==> src/rtl/alu_sweep_ctrl.sv <==
// Drives every ALU opcode for one latched operand pair, streams each result
// over valid/ready and folds it into a rotate-XOR signature.
module alu_sweep_ctrl #(
    parameter int unsigned DW      = 4,
    parameter int unsigned OPW     = 4,
    parameter int unsigned YW      = 5,
    parameter int unsigned NUM_OPS = 12
) (
    input  logic           clk,
    input  logic           rst_n,
    input  logic           start,
    input  logic [DW-1:0]  a_in,
    input  logic [DW-1:0]  b_in,
    output logic [DW-1:0]  alu_a,
    output logic [DW-1:0]  alu_b,
    output logic [OPW-1:0] alu_op,
    input  logic [YW-1:0]  alu_y,
    output logic           res_valid,
    input  logic           res_ready,
    output logic [OPW-1:0] res_op,
    output logic [YW-1:0]  res_y,
    output logic [15:0]    sig,
    output logic           busy,
    output logic           done
);

    localparam int unsigned SIGW = 16;
    localparam logic [OPW-1:0] LAST_OP = OPW'(NUM_OPS - 1);

    typedef enum logic [2:0] {
        IDLE    = 3'd0,
        DRIVE   = 3'd1,
        CAPTURE = 3'd2,
        EMIT    = 3'd3,
        FIN     = 3'd4
    } state_t;

    state_t state;

    // Sequencer: every output is a register updated alongside the state.
    always_ff @(posedge clk or negedge rst_n) begin
        if (!rst_n) begin
            state     <= IDLE;
            alu_a     <= '0;
            alu_b     <= '0;
            alu_op    <= '0;
            res_valid <= 1'b0;
            res_op    <= '0;
            res_y     <= '0;
            sig       <= '0;
            busy      <= 1'b0;
            done      <= 1'b0;
        end else begin
            done <= 1'b0;
            case (state)
                IDLE: begin
                    if (start) begin
                        alu_a  <= a_in;
                        alu_b  <= b_in;
                        alu_op <= '0;
                        sig    <= '0;
                        busy   <= 1'b1;
                        state  <= DRIVE;
                    end
                end
                DRIVE: begin
                    state <= CAPTURE;
                end
                CAPTURE: begin
                    res_y     <= alu_y;
                    res_op    <= alu_op;
                    sig       <= {sig[SIGW-2:0], sig[SIGW-1]} ^ SIGW'(alu_y);
                    res_valid <= 1'b1;
                    state     <= EMIT;
                end
                EMIT: begin
                    // Stall here until the beat is taken; nothing else moves.
                    if (res_ready) begin
                        res_valid <= 1'b0;
                        if (alu_op == LAST_OP) begin
                            done  <= 1'b1;
                            state <= FIN;
                        end else begin
                            alu_op <= alu_op + OPW'(1);
                            state  <= DRIVE;
                        end
                    end
                end
                FIN: begin
                    busy  <= 1'b0;
                    state <= IDLE;
                end
                default: begin
                    res_valid <= 1'b0;
                    busy      <= 1'b0;
                    state     <= IDLE;
                end
            endcase
        end
    end

endmodule

==> config.mk <==
export PLATFORM = sky130hd
export DESIGN_NAME = alu_sweep_ctrl
export DESIGN_NICKNAME = d
export VERILOG_FILES = /design/src/rtl/alu_sweep_ctrl.sv
export SDC_FILE = /design/constraint.sdc
export NUM_CORES = 1
export LEC_CHECK = 0
export CAP_MARGIN = 10
export CORE_UTILIZATION = 45
export CTS_BUF_LIST = sky130_fd_sc_hd__clkbuf_16
export CTS_CLUSTER_DIAMETER = 40
export CTS_CLUSTER_SIZE = 10
export DETAILED_ROUTE_END_ITERATION = 7
export GPL_ROUTABILITY_DRIVEN = 0
export HOLD_SLACK_MARGIN = 0.12
export PLACE_DENSITY = 0.78
export SLEW_MARGIN = 40
export SYNTH_ARGS = -nofsm -noshare
export SYNTH_HDL_FRONTEND = slang
export SYNTH_SLANG_ARGS = --single-unit
==> constraint.sdc <==
create_clock -name clk -period 2 [get_ports clk]
set_input_delay 0.5 -clock clk [delete_from_list [all_inputs] [get_ports clk]]
set_output_delay 0.5 -clock clk [all_outputs]
set_load 0.02 [all_outputs]
==> results.md <==
- Worst skew pair latency: about 0.28 ns
- Cell Pwr Density: approximately 1700 nW/um^2
- Leak: ~1.1 nW
- Worst Tran Pin Value: approximately 0.46 ns
- CP Buf/Inv Count: 1
- Post-synthesis compound-gate area fraction: 0.125
- Number of port buffers: 56
- Part of the cycle the worst path needs: 0.945
- Post-synth EDFFs: 0
- Syn Std Cell Area: ~1800 sq um
- R2R Path Start: state[1]
- Clk sinks: 43
- Largest net degree at the start of global routing: 24
- Antenna Nets Post-Route: 0
- CTS tree: yes
- Core area: approximately 3700 sq um
- Clock Skew: about 0.0073 ns
- Initial Util: 0.479
- Clk slew on worst S/H paths: 0.07 ns
- CP Class: flop to output pin
- First-pass GRT wire length: 6250 microns
- Headroom to the max-slew limit: 0.694
- Status: finished, final reports clean
- Drc violations: 0
- Post-Synth Simple-Gate Area: 0.0754
- Synth Area in XOR/XNOR: 0.0244
- Proportion of layout cells with a drive suffix above 1: 0.162
- Routed vias/inst: between 5 and 6
- Fin Setup TNS: 0 ns
- CTS Buffer Depth: 2
- RSZ-0062 raised after global routing: no
- Post-CTS Setup Bufs: 0
- Worst R2R End: res_y[0]
- Final WL: approximately 3700 microns
- Die area: ~4200 sq um
- Largest family of logic cells by synthesized area: compound AO/OA/AOI/OAI gates
- Mean Syn Cell Area: approximately 14 sq um
- CP endpoint kind: output pin
- Area grow syn2layout: 41.3%
- Worst R2R Setup Slack: between 0.4 and 0.5 ns
- Final hold vios: 0
- Primary FF master, synth: dfrtp_1
- Nets: a little over 200
- Commonest non-fill, non-tap cells in the layout: 55 x clkdlybuf4s50_1, 43 x dfrtp_1, 16 x a22o_1
- Synth Area in Adders: 0.00698
- Via Count: ~1,200
- Root Buffer: clkbuf_16
- CP max-delay cell: clkdlybuf4s50_1
- Instance count of the mapped netlist: between 100 and 150
- Starting DRC count in detailed routing: just under 100
- Hold Buf Count CTS: 0
- Synth async-reset ratio: 1.00
- Unique masters post-synth: 30
- First-pass DRT Iterations: 4
- Cell family with most CP delay: buffers and inverters
- GR Overflow Total: 0
- Initial antenna violation count: 0
- Placement row count: 22
- HPWL Detailed: around 2600 microns
- Routed wire per std cell: 15.7 microns
- Slew Limit Fails: 0
- Setup ws final: ~0.11 ns
- Min cycle time layout: around 1.9 ns
- FMAX: roughly 530 MHz
- Arr. time, crit path: roughly 1.4 ns
- Register area share after synthesis: 0.601
- H-tree lvl count: 2
- CP startpoint: alu_op[2]
- Num CTS Buffers: 5
- N_diodes: 0
- Final core utilization: 0.676
- CP Launch Type: flop
- Vias in the first global route: approximately 1,300
- Die width: around 65 microns
- Commonest non-fill, non-tap cell in the layout: clkdlybuf4s50_1
- Worst vdd ir: 0.865 mV
- Slowest cell delay on critical path: approximately 0.65 ns
- Total power: between 0.004 and 0.005 W
- Gr usage total: 0.199
- Setup WS pre-CTS: approximately 0.10 ns
- Reg2Reg Depth: 3
- Yosys reg bits: 43
- CTS resizes: 0
- IO Pins: 57
- Final setup vio count: 0
- Type of the most critical hold path: input pin to async pin
- Synthesis Warnings: 0
- WP data required: about 1.5 ns
- Mux contribution to synthesized area: 0.124
- Post-Syn Nets: approximately 140
- CP max FO: 8
- Max-cap violations: 0
- Vert. Die Dim: 65.1 microns
- CP Cell Sequence: clkdlybuf4s50_1
[registers in the layout, summed over array words and instances (netlist names)]
register / cells
busy: 1
alu_op: 4
res_op: 4
alu_a: 4
res_valid: 1
done: 1
sig: 16
alu_b: 4
res_y: 5
state: 3
[final cells by class]
| class | instances | area (sq um) |
|---|---|---|
| Fill cell | 284 | 1210 |
| Multi-Input combinational cell | 71 | 637 |
| Sequential cell | 43 | 1080 |
| Clock buffer | 5 | 125 |
| Tap cell | 48 | 60.1 |
| Clock inverter | 3 | 23.8 |
| Timing Repair Buffer | 60 | 598 |
| Inverter | 3 | 11.3 |
[stage by stage]
| step | std cells | cell area [sq um] | hold slack (ns) |
|---|---|---|---|
| after floorplan | 125 | 1790 | 0.204 |
| after global placement | 225 | 2380 | 0.457 |
| after detailed placement | 225 | 2380 | 0.471 |
| after CTS | 233 | 2530 | 0.169 |
| after global routing | 233 | 2530 | 0.193 |
| final | 233 | 2530 | 0.159 |
[cell usage after synthesis, types with 3 or more instances]
| master | count | area share |
|---|---|---|
| inv_1 | 3 | 0.0063 |
| nand2_1 | 3 | 0.0063 |
| buf_6 | 3 | 0.019 |
| dfrtp_1 | 43 | 0.60 |
| mux2i_1 | 3 | 0.017 |
| xor2_1 | 5 | 0.024 |
| a22o_1 | 16 | 0.078 |
| nand3_1 | 3 | 0.0084 |
| mux2_2 | 13 | 0.082 |
| buf_4 | 4 | 0.017 |
| mux2_1 | 4 | 0.025 |
[how the worst max path moves through the flow]
| stage | to | cells after the start |
|---|---|---|
| 2_1_floorplan | res_op[0] | 4 |
| 3_3_place_gp | alu_b[3] | 4 |
| 3_5_place_dp | alu_b[2] | 4 |
| 4_1_cts | alu_op[2] | 1 |
| 5_1_grt | alu_op[2] | 1 |
| 6_report | alu_op[2] | 1 |
[power breakdown]
group / internal [W] / leakage [nW] / switching (W)
sequential: 0.00124 / 0.540 / 0.000332
clock: 0.000466 / 0.0664 / 0.000336
combinational: 0.00106 / 0.490 / 0.000948
total: 0.00276 / 1.10 / 0.00162
[cell families after synthesis]
group | count (synthesis)
DFF | 43
AOI/OAI and AO/OA | 27
muxes | 20
and+or+nand+nor | 18
buffers and inverters | 11
xor gates and xnor gates | 5
adders and majority gates | 1
[routing by layer]
layer	vias to the layer above	track usage	share of wire
met4	0	0.0842	0.016
li1	572	-	-
met5	-	0	0
met2	42	0.323	0.49
met1	612	0.258	0.45
met3	6	0.0451	0.047
Power figures use the tool's default switching activity.
